File: src/rtl/aes_block_packer_if.sv
// ---------------------------------------------------------------------------
// aes_block_packer_if
// Byte-stream / block handshake bundle between the UART receiver, the block
// packer and the AES core.
//   rx_valid    : one-cycle strobe, rx_data holds a received byte
//   rx_data     : received byte
//   block_ready : AES stage accepts the presented block this cycle
//   block_out   : assembled 128-bit block, first byte in [127:120]
//   block_valid : block_out holds a complete block
//   byte_cnt    : bytes held in the current block, 0..16
//   overrun     : one-cycle pulse, a byte was dropped while a block was full
//   timeout     : one-cycle pulse, a partial block was discarded
// Modports: slave = packer side, master = byte source / block sink side.
// ---------------------------------------------------------------------------
interface aes_block_packer_if;
  logic         rx_valid;
  logic [7:0]   rx_data;
  logic         block_ready;
  logic [127:0] block_out;
  logic         block_valid;
  logic [4:0]   byte_cnt;
  logic         overrun;
  logic         timeout;

  modport slave (
    input  rx_valid, rx_data, block_ready,
    output block_out, block_valid, byte_cnt, overrun, timeout
  );

  modport master (
    output rx_valid, rx_data, block_ready,
    input  block_out, block_valid, byte_cnt, overrun, timeout
  );
endinterface

File: src/rtl/aes_block_packer.sv
// ---------------------------------------------------------------------------
// aes_block_packer
// Packs the UART byte stream into 128-bit blocks for the AES core. Bytes are
// shifted in at the low end so the first byte of a block ends in [127:120].
// A full block is held until the AES stage takes it; bytes arriving while
// the block waits are dropped and flagged on overrun.
//
// Optional feature macro: AES_PACKER_TIMEOUT_EN
//   defined   : a partial block idle for TIMEOUT_CYCLES cycles is discarded
//               and timeout pulses once.
//   undefined : no timer, timeout is tied to 0.
//
// Ports:
//   clk   : system clock, rising edge
//   rst_n : asynchronous active-low reset
//   bus   : aes_block_packer_if.slave (see interface file for signal list)
// Parameter:
//   TIMEOUT_CYCLES : idle cycles tolerated inside a partial block (>= 2)
// ---------------------------------------------------------------------------
module aes_block_packer #(
  parameter int TIMEOUT_CYCLES = 50000
) (
  input  logic               clk,
  input  logic               rst_n,
  aes_block_packer_if.slave  bus
);

  typedef enum logic [1:0] {
    IDLE = 2'd0,
    FILL = 2'd1,
    FULL = 2'd2
  } state_t;

  state_t       state;
  state_t       next_state;
  logic [127:0] block;
  logic [127:0] next_block;
  logic [4:0]   cnt;
  logic [4:0]   next_cnt;
  logic         valid;
  logic         overrun_q;
  logic         next_overrun;
  logic [127:0] shifted;

  assign shifted = {block[119:0], bus.rx_data};

`ifdef AES_PACKER_TIMEOUT_EN
  localparam int TW = (TIMEOUT_CYCLES > 2) ? $clog2(TIMEOUT_CYCLES) : 1;
  localparam logic [TW-1:0] TIMER_LAST = TW'(TIMEOUT_CYCLES - 1);
  localparam logic [TW-1:0] TIMER_MAX  = {TW{1'b1}};

  logic [TW-1:0] timer;
  logic [TW-1:0] next_timer;
  logic          timeout_q;
  logic          next_timeout;
`endif

  // Next-state, next-data and pulse decode for the packer FSM.
  always_comb begin
    next_state   = state;
    next_block   = block;
    next_cnt     = cnt;
    next_overrun = 1'b0;
`ifdef AES_PACKER_TIMEOUT_EN
    next_timer   = {TW{1'b0}};
    next_timeout = 1'b0;
`endif
    case (state)
      IDLE: begin
        if (bus.rx_valid) begin
          next_block = shifted;
          next_cnt   = 5'd1;
          next_state = FILL;
        end else begin
          next_state = IDLE;
        end
      end

      FILL: begin
        if (bus.rx_valid) begin
          next_block = shifted;
          next_cnt   = cnt + 5'd1;
          if (cnt == 5'd15) begin
            next_state = FULL;
          end else begin
            next_state = FILL;
          end
        end else begin
`ifdef AES_PACKER_TIMEOUT_EN
          // Expiry only when no byte arrives this cycle; a late byte wins.
          if (timer == TIMER_LAST) begin
            next_state   = IDLE;
            next_cnt     = 5'd0;
            next_block   = 128'd0;
            next_timeout = 1'b1;
          end else if (timer != TIMER_MAX) begin
            next_timer = timer + {{(TW-1){1'b0}}, 1'b1};
          end else begin
            next_timer = timer;
          end
`else
          next_state = FILL;
`endif
        end
      end

      FULL: begin
        if (bus.block_ready) begin
          // Handshake completes; a byte in the same cycle starts the next block.
          if (bus.rx_valid) begin
            next_block = shifted;
            next_cnt   = 5'd1;
            next_state = FILL;
          end else begin
            next_cnt   = 5'd0;
            next_state = IDLE;
          end
        end else if (bus.rx_valid) begin
          next_overrun = 1'b1;
        end else begin
          next_state = FULL;
        end
      end

      default: begin
        next_state = IDLE;
        next_cnt   = 5'd0;
        next_block = 128'd0;
      end
    endcase
  end

  // State, datapath and registered output flags.
  always_ff @(posedge clk or negedge rst_n) begin
    if (!rst_n) begin
      state     <= IDLE;
      block     <= 128'd0;
      cnt       <= 5'd0;
      valid     <= 1'b0;
      overrun_q <= 1'b0;
    end else begin
      state     <= next_state;
      block     <= next_block;
      cnt       <= next_cnt;
      valid     <= (next_state == FULL);
      overrun_q <= next_overrun;
    end
  end

`ifdef AES_PACKER_TIMEOUT_EN
  // Inter-byte idle timer and its discard pulse.
  always_ff @(posedge clk or negedge rst_n) begin
    if (!rst_n) begin
      timer     <= {TW{1'b0}};
      timeout_q <= 1'b0;
    end else begin
      timer     <= next_timer;
      timeout_q <= next_timeout;
    end
  end

  assign bus.timeout = timeout_q;
`else
  assign bus.timeout = 1'b0;
`endif

  assign bus.block_out   = block;
  assign bus.block_valid = valid;
  assign bus.byte_cnt    = cnt;
  assign bus.overrun     = overrun_q;

endmodule

File: src/flat_wrapper.sv
// flat-port wrapper written by rule: the top's interface ports become plain ports
module aes_block_packer_flat 
#(
  parameter int TIMEOUT_CYCLES = 50000
)
  (clk, rst_n, bus_rx_valid, bus_rx_data, bus_block_ready, bus_block_out, bus_block_valid, bus_byte_cnt, bus_overrun, bus_timeout);
  aes_block_packer_if bus_i ();
  input  logic clk;
  input  logic rst_n;
  input wire logic [$bits(bus_i.rx_valid)-1:0] bus_rx_valid;
  input wire logic [$bits(bus_i.rx_data)-1:0] bus_rx_data;
  input wire logic [$bits(bus_i.block_ready)-1:0] bus_block_ready;
  output wire logic [$bits(bus_i.block_out)-1:0] bus_block_out;
  output wire logic [$bits(bus_i.block_valid)-1:0] bus_block_valid;
  output wire logic [$bits(bus_i.byte_cnt)-1:0] bus_byte_cnt;
  output wire logic [$bits(bus_i.overrun)-1:0] bus_overrun;
  output wire logic [$bits(bus_i.timeout)-1:0] bus_timeout;
  assign bus_i.rx_valid = bus_rx_valid;
  assign bus_i.rx_data = bus_rx_data;
  assign bus_i.block_ready = bus_block_ready;
  assign bus_block_out = bus_i.block_out;
  assign bus_block_valid = bus_i.block_valid;
  assign bus_byte_cnt = bus_i.byte_cnt;
  assign bus_overrun = bus_i.overrun;
  assign bus_timeout = bus_i.timeout;
  aes_block_packer #(.TIMEOUT_CYCLES(TIMEOUT_CYCLES)) u_core (.clk(clk), .rst_n(rst_n), .bus(bus_i));
endmodule
File: config.mk
export PLATFORM = sky130hd
export DESIGN_NAME = aes_block_packer_flat
export DESIGN_NICKNAME = d
export VERILOG_FILES = /design/src/rtl/aes_block_packer_if.sv /design/src/rtl/aes_block_packer.sv /design/src/flat_wrapper.sv
export SDC_FILE = /design/constraint.sdc
export NUM_CORES = 1
export LEC_CHECK = 0
export ABC_AREA = 1
export ABC_CLOCK_PERIOD_IN_PS = 3200
export BUFFER_PORTS_ARGS = -buffer_cell sky130_fd_sc_hd__clkbuf_2
export CAP_MARGIN = 20
export CORE_MARGIN = 1
export CORE_UTILIZATION = 40
export DETAILED_ROUTE_END_ITERATION = 8
export GPL_ROUTABILITY_DRIVEN = 0
export PLACE_DENSITY = 0.59
export SYNTH_ARGS = -nofsm -noshare
export SYNTH_HDL_FRONTEND = slang
export SYNTH_SLANG_ARGS = --single-unit
File: constraint.sdc
create_clock -name clk -period 3.2 [get_ports clk]
set_clock_uncertainty 0.05 [all_clocks]
set_input_delay 0.32 -clock clk [delete_from_list [all_inputs] [get_ports clk]]
set_output_delay 0.32 -clock clk [all_outputs]
set_load 0.03 [all_outputs]
==> impl_metrics.env, run 1 <==
export IMPL_nFillCells=1323
export IMPL_syn_area_per_cell_um2=10.1
export IMPL_detailedPlace_worstSlack_ns=1.02
export IMPL_kind_of_critical_path="register to register"
export IMPL_timing_hold_worst_class="primary input to register"
export IMPL_crit_required_ns=3.49
export IMPL_detailed_place_hpwl_um=9030
export IMPL_grt_setup_unrepaired="false"
export IMPL_first_pass_grt_wire_length_um=22200
export IMPL_tightest_slew_ns=0.876
export IMPL_grt_pass1_vias=4199
export IMPL_syn_inst=561
export IMPL_worstSetupStartpointType="register"
export IMPL_final_core_util=0.497
export IMPL_area_growth_syn_to_layout_pct=21.5
export IMPL_outcome="finished, final reports clean"
export IMPL_synthesis_area_um2=5680
export IMPL_grt_max_degree=147
export IMPL_max_freq_mhz=455
export IMPL_powerDensity_nw_per_um2=840
export IMPL_detail_route_vias_per_cell=5.21
export IMPL_cts_buffers=17
export IMPL_detail_route_iter0_violations=340
export IMPL_post_route_period_util=0.687
export IMPL_worst_path_max_fanout=74
export IMPL_dpl_cell_area_um2=6330
export IMPL_crit_path_max_incr_delay_ns=0.64
export IMPL_power_ir_vdd_worst_mv=0.463
export IMPL_rr_worst_depth=6
export IMPL_yosys_synthesis_warning_count=0
export IMPL_drt_pass1_iter_count=5
export IMPL_rrSetupSlack_ns=1.00
export IMPL_design_area_um2=6900
export IMPL_hold_path_endpoint="u_core.bus.block_out[6]"
export IMPL_drt_antenna_violating_nets=0
export IMPL_cp_arrival_ns=2.49
export IMPL_final_max_slew_violation_count=0
export IMPL_max_cap_violations=0
export IMPL_timing_rr_end="u_core.bus.block_out[121]"
export IMPL_total_leakage_power_nw=3.43
export IMPL_clkSlewWorstSetupHoldPaths_ns=0.06
export IMPL_standard_cell_row_count=43
export IMPL_grt_util_all_layers=0.198
export IMPL_number_of_hold_buffers_added_after_cts=1
export IMPL_tritoncts_clock_tree="done"
export IMPL_height_of_the_chip_um=121
export IMPL_post_cts_resized_instances=0
export IMPL_crit_chain="nand2_4 > nand2_4 > buf_4 > buf_4 > nand3_1 > o21ai_2"
export IMPL_critical_path_reg2reg_startpoint="u_core.state[1]"
export IMPL_synth_lib_cells_used_distinct=23
export IMPL_synth_seq_area_share=0.604
export IMPL_diodes=0
export IMPL_fin_ws_ns=1.00
export IMPL_synth_seq_cells=137
export IMPL_final_net_count=699
export IMPL_antenna_found_initial=0
export IMPL_insertion_delay_of_the_later_clocked_pin_in_the_worst_skew_pair_ns=0.42
export IMPL_power_total_w=0.00580
export IMPL_cts_sinks=137
export IMPL_placement_io_buffers=146
export IMPL_syn_nets=575
export IMPL_initial_core_util=0.409
export IMPL_layout_drive_gt1_share=0.292
export IMPL_drc=0
export IMPL_area_of_the_die_um2=14700
export IMPL_final_setup_tns_ns=0
export IMPL_fp_coreArea_um2=13900
export IMPL_maximum_buffer_depth_of_the_clock_tree=2
export IMPL_routed_wirelength_normalized_by_instance_count_um=15.7
export IMPL_critical_path_endpoint_type="register"
export IMPL_total_routed_length_um=13800
export IMPL_slew_headroom=0.416
export IMPL_number_of_top_level_design_ports=148
export IMPL_period_minus_ws_final_ns=2.20
export IMPL_die_w_um=121
export IMPL_cpMaxStageDelayCell="sky130_fd_sc_hd__buf_4"
export IMPL_hold_path_depth=3
export IMPL_total_number_of_h_tree_levels=4
export IMPL_total_vias_in_the_final_route=4573
export IMPL_cts_root_buf="sky130_fd_sc_hd__clkbuf_16"
export IMPL_post_cts_repair_setup_buffers=0
export IMPL_global_route_overflow_total=0
export IMPL_timing_final_setup_violations=0
export IMPL_hold_viol_final=0
export IMPL_timing_hold_worst_start="bus_rx_data[6]"
-- layout by cell type (no fill, tap or decap), types with 3 or more instances in the layout --
cell type	count
sky130_fd_sc_hd__clkbuf_16	17
sky130_fd_sc_hd__clkbuf_8	4
sky130_fd_sc_hd__o21ai_2	10
sky130_fd_sc_hd__o21ai_0	90
sky130_fd_sc_hd__buf_4	8
sky130_fd_sc_hd__clkbuf_2	145
sky130_fd_sc_hd__nand3_1	137
sky130_fd_sc_hd__nand2_4	3
sky130_fd_sc_hd__o21ai_1	25
sky130_fd_sc_hd__dfrtp_1	137
sky130_fd_sc_hd__inv_1	20
sky130_fd_sc_hd__o22ai_2	4
sky130_fd_sc_hd__nand2_1	73
sky130_fd_sc_hd__clkbuf_1	4
sky130_fd_sc_hd__clkinv_2	4
-- worst max-delay path, delay by kind of cell (launching register included) --
family	cells	cell delay, ns
flip-flops	1	0.56
buffers and inverters	2	1.03
AO/OA/AOI/OAI	1	0.09
AND/OR/NAND/NOR	3	0.36
-- per-stage QoR --
| step | instances | hold slack, ns |
|---|---|---|
| finish | 878 | 0.0764 |
| global route | 878 | 0.0828 |
| floorplan | 561 | -0.0256 |
| global placement | 845 | 0.411 |
| CTS | 878 | 0.0607 |
| detailed placement | 845 | 0.429 |
-- cells in the mapped netlist --
master,count,area share
sky130_fd_sc_hd__clkbuf_1,7,0.0046
sky130_fd_sc_hd__buf_12,1,0.0035
sky130_fd_sc_hd__inv_4,1,0.0011
sky130_fd_sc_hd__dfrtp_1,137,0.60
sky130_fd_sc_hd__clkbuf_2,2,0.0018
sky130_fd_sc_hd__o22ai_2,4,0.0088
sky130_fd_sc_hd__nand2_1,73,0.048
sky130_fd_sc_hd__nand2_2,1,0.0011
sky130_fd_sc_hd__buf_4,12,0.016
sky130_fd_sc_hd__nand4_1,1,0.0011
sky130_fd_sc_hd__nand3_1,137,0.12
sky130_fd_sc_hd__a22oi_1,1,0.0013
sky130_fd_sc_hd__o21ai_0,90,0.079
sky130_fd_sc_hd__ha_1,2,0.0044
sky130_fd_sc_hd__o21ai_2,10,0.015
sky130_fd_sc_hd__or2_2,2,0.0022
sky130_fd_sc_hd__conb_1,1,0.00066
sky130_fd_sc_hd__inv_1,20,0.013
sky130_fd_sc_hd__o21ai_1,25,0.022
sky130_fd_sc_hd__buf_6,15,0.030
sky130_fd_sc_hd__buf_2,13,0.011
sky130_fd_sc_hd__nor2_1,2,0.0013
sky130_fd_sc_hd__nand2_4,4,0.0079
-- power breakdown --
part           internal [W]  leakage [nW]  switching (W)
combinational      0.000432          1.35        0.00116
clock               0.00115         0.277       0.000701
sequential          0.00207          1.80       0.000293
total               0.00365          3.43        0.00215
-- registers in the layout, indices dropped and copies added, names as in the netlist --
register                cells
u_core.bus.overrun          1
u_core.bus.block_out      128
u_core.bus.byte_cnt         5
u_core.state                2
u_core.bus.block_valid      1
-- kinds of logic (layout without fill, tap and decap cells) --
kind of cell | after synthesis | after routing | share of synthesized area
AO/OA/AOI/OAI | 130 | 130 | 0.127
adder cells (fa/ha/maj) | 2 | 2 | 0.00441
buffers and inverters | 71 | 208 | 0.0813
flip-flops | 137 | 137 | 0.604
other | 1 | 1 | 0.000661
AND/OR/NAND/NOR | 220 | 220 | 0.183
-- layer usage --
metal  GRT usage  vias up  part of all wire
met4      0.0772        0             0.014
li1            -     2178                 -
met2       0.295      124              0.47
met5           0        -                 0
met3      0.0536       18             0.052
met1       0.274     2253              0.47
-- worst max path at each step --
stage | startpoint | end | depth (start not counted)
after CTS | u_core.state[1] | u_core.bus.block_out[121] | 6
after global routing | u_core.state[1] | u_core.bus.block_out[74] | 6
final | u_core.state[1] | u_core.bus.block_out[121] | 6
after detailed placement | u_core.state[1] | u_core.bus.block_out[23] | 5
after global placement | u_core.state[1] | u_core.bus.block_out[123] | 6
after floorplan | u_core.bus.byte_cnt[0] | u_core.bus.byte_cnt[4] | 6
-- cell type report --
cell class	count	area, µm²	area share
flip-flops and latches	137	3430	0.497
multi-input cells	353	1800	0.260
repair buffers	155	807	0.117
clock buffers	25	495	0.0718
well taps	180	225	0.0326
inverters	21	81.3	0.0118
clock inverters	7	66.3	0.00961
Note: power is estimated with default switching activity, not from simulation.
==> run 2: changes to the inputs <==
- ABC_AREA: 1 -> 0
- ABC_CLOCK_PERIOD_IN_PS: 3200 -> 2280
- clock period: 3.2 -> 2.28 ns (I/O delays scaled with it)
==> run 2 against run 1 <==
Net effect:
- cell count increased by 4.4%
- combinational power rose to 2.7 times the previous value
- non-clock buffer count grew 8
==> impl_metrics.env, run 2 <==
export IMPL_outcome="finished, final reports clean"
export IMPL_holdWs_ns=0.0213
export IMPL_async_flop_share=1.00
export IMPL_total_vias_in_the_final_route=5270
export IMPL_drc=0
export IMPL_final_max_slew_violation_count=0
export IMPL_timing_final_setup_violations=0
export IMPL_most_common_layout_cells="144 x sky130_fd_sc_hd__clkbuf_2, 137 x sky130_fd_sc_hd__dfrtp_1, 119 x sky130_fd_sc_hd__nand3_1, 118 x sky130_fd_sc_hd__a21oi_1, 80 x sky130_fd_sc_hd__o21ai_0"
export IMPL_power_share_combinational=0.385
export IMPL_most_common_cell_after_layout_fill_and_taps_aside="sky130_fd_sc_hd__clkbuf_2"
export IMPL_share_seq_of_total_power=0.380
export IMPL_first_pass_grt_wire_length_um=26500
export IMPL_grt_max_degree=91
export IMPL_grt_util_all_layers=0.224
export IMPL_critical_path_endpoint_type="register"
export IMPL_total_number_of_h_tree_levels=4
export IMPL_post_cts_resized_instances=0
export IMPL_timing_hold_worst_class="primary input to register"
export IMPL_worstSetupStartpointType="register"
export IMPL_met3_length_um=1230
export IMPL_drt_pass1_iter_count=5
export IMPL_initial_core_util=0.410
export IMPL_power_switching_w=0.00495
export IMPL_global_route_overflow_total=0
export IMPL_height_of_the_chip_um=124
export IMPL_power_ir_vdd_worst_mv=0.965
export IMPL_detail_route_iter0_violations=491
export IMPL_die_w_um=124
export IMPL_synth_lib_cells_used_distinct=30
export IMPL_syn_nets=623
export IMPL_rr_worst_depth=4
export IMPL_max_cap_violations=0
export IMPL_worst_path_max_fanout=90
export IMPL_layout_drive_gt1_share=0.269
export IMPL_syn_inst=609
export IMPL_most_used_standard_cell_by_instance_count_after_synthesis="sky130_fd_sc_hd__dfrtp_1"
export IMPL_tightest_slew_ns=0.719
export IMPL_area_growth_syn_to_layout_pct=23.0
export IMPL_hold_path_depth=3
export IMPL_synth_enable_flop_cells=0
export IMPL_drt_antenna_violating_nets=0
export IMPL_total_leakage_power_nw=3.40
export IMPL_cts_root_buf="sky130_fd_sc_hd__clkbuf_16"
export IMPL_synth_flop_cell="sky130_fd_sc_hd__dfrtp_1"
export IMPL_topRoutingLayerUsed="met4"
export IMPL_met2_length_um=7660
export IMPL_post_route_period_util=0.802
export IMPL_detail_route_vias_per_cell=5.75
export IMPL_synth_seq_area_share=0.578
export IMPL_routed_wirelength_normalized_by_instance_count_um=17.9
export IMPL_maximum_buffer_depth_of_the_clock_tree=2
export IMPL_synthDominantAreaCellType="sky130_fd_sc_hd__dfrtp_1"
export IMPL_post_cts_repair_setup_buffers=0
export IMPL_synth_seq_cells=137
export IMPL_max_freq_mhz=547
export IMPL_detailed_place_hpwl_um=10100
export IMPL_area_of_the_die_um2=15300
export IMPL_hold_viol_final=0
export IMPL_cts_sinks=137
export IMPL_grt_setup_unrepaired="false"
export IMPL_diodes=0
export IMPL_yosys_top_cells_count="137 x sky130_fd_sc_hd__dfrtp_1, 119 x sky130_fd_sc_hd__nand3_1, 118 x sky130_fd_sc_hd__a21oi_1"
export IMPL_p_int_w=0.00609
export IMPL_grt_pass1_vias=4934
export IMPL_syn_area_per_cell_um2=9.74
export IMPL_crit_required_ns=2.55
export IMPL_yosys_synthesis_warning_count=0
export IMPL_standard_cell_row_count=44
export IMPL_ys_top_cells_by_area="sky130_fd_sc_hd__dfrtp_1 58%, sky130_fd_sc_hd__nand3_1 10%, sky130_fd_sc_hd__a21oi_1 10%, sky130_fd_sc_hd__o21ai_0 6.8%, sky130_fd_sc_hd__o21ai_1 3.5%"
export IMPL_largest_register_ff_count=128
export IMPL_number_of_top_level_design_ports=148
export IMPL_antenna_found_initial=0
export IMPL_route_layer_met1_wl_um=7320
export IMPL_fp_coreArea_um2=14500
export IMPL_kind_of_critical_path="register to register"
export IMPL_proportion_of_power_drawn_by_the_clock_network=0.235
export IMPL_synthesis_area_um2=5930
export IMPL_total_routed_length_um=16400
export IMPL_final_setup_tns_ns=0
export IMPL_cp_arrival_ns=2.10
export IMPL_slew_headroom=0.519
export IMPL_tritoncts_clock_tree="done"
export IMPL_period_minus_ws_final_ns=1.83
export IMPL_placement_io_buffers=146
export IMPL_clkSlewWorstSetupHoldPaths_ns=0.06
export IMPL_insertion_delay_of_the_later_clocked_pin_in_the_worst_skew_pair_ns=0.42
export IMPL_synth_top_cell_area_share=0.578
export IMPL_final_net_count=734
export IMPL_switching_share=0.448
export IMPL_cts_buffers=17
export IMPL_powerDensity_nw_per_um2=1510
-- run 2: cell types whose count changed in the layout (fill, tap and decap cells not counted), moves of 6 or more --
cell	change
sky130_fd_sc_hd__o21ai_0	-10
sky130_fd_sc_hd__nand3_1	-18
sky130_fd_sc_hd__buf_12	+6
sky130_fd_sc_hd__a22o_1	+12
sky130_fd_sc_hd__a21oi_1	+118
sky130_fd_sc_hd__o21ai_1	+17
sky130_fd_sc_hd__inv_1	-19
sky130_fd_sc_hd__o21ai_2	-10
sky130_fd_sc_hd__nand2_1	-70
-- run 2: worst paths after layout --
kind,to,startpoint,slack [ns]
max,u_core.bus.block_out[57],u_core.state[1],0.45
min,u_core.bus.block_out[7],bus_rx_data[7],0.02
max reg2reg,u_core.bus.block_out[57],u_core.state[1],0.45
min reg2reg,u_core.bus.block_out[127],u_core.bus.block_out[127],0.46
max in group asynchronous,u_core.bus.block_out[47],rst_n,1.28
min in group asynchronous,u_core.bus.block_out[119],rst_n,0.22
-- run 2: power groups by stage --
stage          registers (W)  clock network (W)  logic, W
3_5_place_dp         0.00423                  0   0.00428
4_1_cts              0.00420            0.00264   0.00429
6_report             0.00420            0.00259   0.00424
3_3_place_gp         0.00419                  0   0.00423
5_1_grt              0.00434            0.00274   0.00460
2_1_floorplan        0.00577                  0   0.00123
-- run 2: critical path: stages, from the launching register on --
cell and delay, ns:
sky130_fd_sc_hd__dfrtp_1 0.63, sky130_fd_sc_hd__nor2b_4 0.27, sky130_fd_sc_hd__buf_12 0.32, sky130_fd_sc_hd__o21ai_0 0.15
sky130_fd_sc_hd__a21oi_1 0.24
-- run 2: cells by family (layout without fill, tap and decap cells) --
kind of cell / Yosys count / after routing / synth area share
compound gates: 258 / 258 / 0.228
xor+xnor: 1 / 1 / 0.00148
fa+ha+maj: 2 / 2 / 0.00422
buf+inv: 73 / 197 / 0.0673
flops: 137 / 137 / 0.578
mux: 2 / 2 / 0.00338
other cells: 1 / 1 / 0.000632
simple gates: 135 / 135 / 0.116
-- run 2: routing by layer --
| metal | vias up | global-route usage |
|---|---|---|
| li1 | 2415 | - |
| met2 | 225 | 0.333 |
| met5 | - | 0 |
| met4 | 0 | 0.0821 |
| met1 | 2611 | 0.314 |
| met3 | 19 | 0.0586 |
-- run 2: what timing repair did --
action	CTS	global route
endpoints found under the setup margin	0	0
endpoints found under the hold margin	35	0
hold buffers	4	0
-- run 2: area by class of cell --
cell class | count | area, µm²
clock buffer | 17 | 425
clock inverter | 15 | 130
fill | 1400 | 7180
inverter | 2 | 8.76
multi-input combinational | 399 | 2120
sequential | 137 | 3430
tap | 184 | 230
timing repair buffer | 163 | 952
-- run 2: through the flow --
| stage | worst slack, ns | instances | util | cell area, µm² | power (W) |
|---|---|---|---|---|---|
| after floorplan | 0.677 | 609 | - | 5930 | 0.00700 |
| after global placement | 0.621 | 881 | 0.463 | 6700 | 0.00842 |
| after detailed placement | 0.577 | 881 | 0.463 | 6700 | 0.00851 |
| after CTS | 0.495 | 917 | 0.504 | 7290 | 0.0111 |
| after global routing | 0.339 | 917 | 0.504 | 7290 | 0.0117 |
| final | 0.452 | 917 | 0.504 | 7290 | 0.0110 |
==> run 3: changes to the inputs <==
- ABC_CLOCK_PERIOD_IN_PS: 2280 -> 1750
- clock period: 2.28 -> 1.75 ns (I/O delays scaled with it)
==> run 3 against run 2 <==
Net effect:
- sequential power up 30%
- combinational power up 31%
- design area up 1.5%
- largest power group unchanged
- non-clock buffer count up 12
- register-to-register slack worse by 0.24 ns
- clock-buffer cell count up 5
- power up 31%
- global-route usage down 0.86 points
- sequential share of layout area down 0.68 points
- flip-flop and latch count unchanged
- cell count up 1.2%
- worst hold slack better by 0.073 ns
==> impl_metrics.env, run 3 (synthesized netlist as in run 2, its figures left out) <==
export IMPL_outcome="finished, final reports clean"
export IMPL_initial_core_util=0.410
export IMPL_period_minus_ws_final_ns=1.53
export IMPL_met3_length_um=1100
export IMPL_most_common_cell_after_layout_fill_and_taps_aside="sky130_fd_sc_hd__clkbuf_2"
export IMPL_timing_final_setup_violations=0
export IMPL_max_cap_violations=0
export IMPL_diodes=0
export IMPL_dpl_cell_area_um2=6740
export IMPL_drc=0
export IMPL_final_max_slew_violation_count=0
export IMPL_layout_drive_gt1_share=0.270
export IMPL_startpoint="u_core.state[0]"
export IMPL_insertion_delay_of_the_later_clocked_pin_in_the_worst_skew_pair_ns=0.41
export IMPL_largest_register_ff_count=128
export IMPL_antenna_found_initial=0
export IMPL_cp_arrival_ns=1.75
export IMPL_post_route_period_util=0.877
export IMPL_max_freq_mhz=652
export IMPL_total_leakage_power_nw=3.48
export IMPL_final_net_count=746
export IMPL_critical_path_endpoint_type="register"
export IMPL_total_number_of_h_tree_levels=4
export IMPL_cts_root_buf="sky130_fd_sc_hd__clkbuf_16"
export IMPL_timing_hold_worst_start="bus_rx_valid"
export IMPL_worstSetupStartpointType="register"
export IMPL_final_core_util=0.511
export IMPL_placement_io_buffers=146
export IMPL_fp_coreArea_um2=14500
export IMPL_total_routed_length_um=16300
export IMPL_number_of_hold_buffers_added_after_cts=9
export IMPL_design_area_um2=7400
export IMPL_die_w_um=124
export IMPL_grt_setup_unrepaired="false"
export IMPL_grt_util_all_layers=0.215
export IMPL_drt_pass1_iter_count=5
export IMPL_timing_hold_worst_class="primary input to register"
export IMPL_number_of_top_level_design_ports=148
export IMPL_critical_path_reg2reg_startpoint="u_core.state[0]"
export IMPL_detail_route_iter0_violations=353
export IMPL_slew_headroom=0.642
export IMPL_drt_antenna_violating_nets=0
export IMPL_grt_max_degree=83
export IMPL_worst_path_max_fanout=52
export IMPL_clkSlewWorstSetupHoldPaths_ns=0.06
export IMPL_powerDensity_nw_per_um2=1960
export IMPL_grt_pass1_vias=4874
export IMPL_detail_route_vias_per_cell=5.70
export IMPL_area_of_the_die_um2=15300
export IMPL_total_vias_in_the_final_route=5293
export IMPL_met2_length_um=7690
export IMPL_maximum_buffer_depth_of_the_clock_tree=2
export IMPL_hold_viol_final=0
export IMPL_global_route_overflow_total=0
export IMPL_post_cts_repair_setup_buffers=0
export IMPL_most_common_layout_cells="144 x sky130_fd_sc_hd__clkbuf_2, 137 x sky130_fd_sc_hd__dfrtp_1, 119 x sky130_fd_sc_hd__nand3_1, 118 x sky130_fd_sc_hd__a21oi_1, 80 x sky130_fd_sc_hd__o21ai_0"
export IMPL_detailed_place_hpwl_um=10000
export IMPL_cts_buffers=17
export IMPL_tightest_slew_ns=0.537
export IMPL_nFillCells=1337
export IMPL_kind_of_critical_path="register to register"
export IMPL_final_setup_tns_ns=0
export IMPL_cts_sinks=137
export IMPL_standard_cell_row_count=44
export IMPL_power_ir_vdd_worst_mv=0.967
export IMPL_first_pass_grt_wire_length_um=25500
export IMPL_routed_wirelength_normalized_by_instance_count_um=17.6
export IMPL_area_growth_syn_to_layout_pct=24.8
export IMPL_route_layer_met1_wl_um=7410
export IMPL_crit_required_ns=1.96
export IMPL_tritoncts_clock_tree="done"
export IMPL_topRoutingLayerUsed="met4"
export IMPL_height_of_the_chip_um=124
export IMPL_post_cts_resized_instances=0
==> run 3: path summary, 6_finish.rpt <==
path,to,slack [ns],cells after the start
max,u_core.bus.block_out[68],0.22,3
min,u_core.bus.block_out[75],0.09,3
max reg2reg,u_core.bus.block_out[68],0.22,3
min reg2reg,u_core.bus.block_out[124],0.46,1
max in group asynchronous,u_core.bus.block_out[21],0.70,3
min in group asynchronous,u_core.bus.block_out[113],0.23,2
==> run 3: power breakdown <==
part           internal (W)  leakage (nW)  switching, W
Sequential          0.00436          1.82       0.00109
Clock               0.00219         0.285       0.00129
Combinational       0.00165          1.38       0.00392
Total               0.00819          3.48       0.00629
==> run 3: layout make-up <==
class / count / area [µm²] / share of cell area
clock buffers: 22 / 474 / 0.0641
clock inverters: 9 / 97.6 / 0.0132
inverters: 2 / 8.76 / 0.00118
multi-input cells: 399 / 2120 / 0.286
flip-flops and latches: 137 / 3430 / 0.463
well taps: 184 / 230 / 0.0311
repair buffers: 175 / 1040 / 0.141
==> run 3: critical path, stage by stage, from the launching register on <==
cell	delay, ns
sky130_fd_sc_hd__dfrtp_1	0.54
sky130_fd_sc_hd__and2_4	0.23
sky130_fd_sc_hd__buf_4	0.44
sky130_fd_sc_hd__a21oi_1	0.09
==> run 3: stage by stage <==
| stage | instances | total power (W) | setup WS [ns] | hold WS, ns |
|---|---|---|---|---|
| 6_report | 928 | 0.0145 | 0.216 | 0.0944 |
| 5_1_grt | 928 | 0.0153 | 0.0827 | 0.0968 |
| 4_1_cts | 928 | 0.0146 | 0.224 | 0.0800 |
| 3_5_place_dp | 888 | 0.0111 | 0.234 | 0.0993 |
| 3_3_place_gp | 888 | 0.0110 | 0.256 | 0.0943 |
| 2_1_floorplan | 609 | 0.00912 | 0.147 | -0.171 |
==> run 3: per-layer routing <==
metal,vias to the layer above,global-route usage
li1,2435,-
met1,2652,0.307
met2,198,0.317
met3,8,0.0655
met4,0,0.0565
met5,-,0
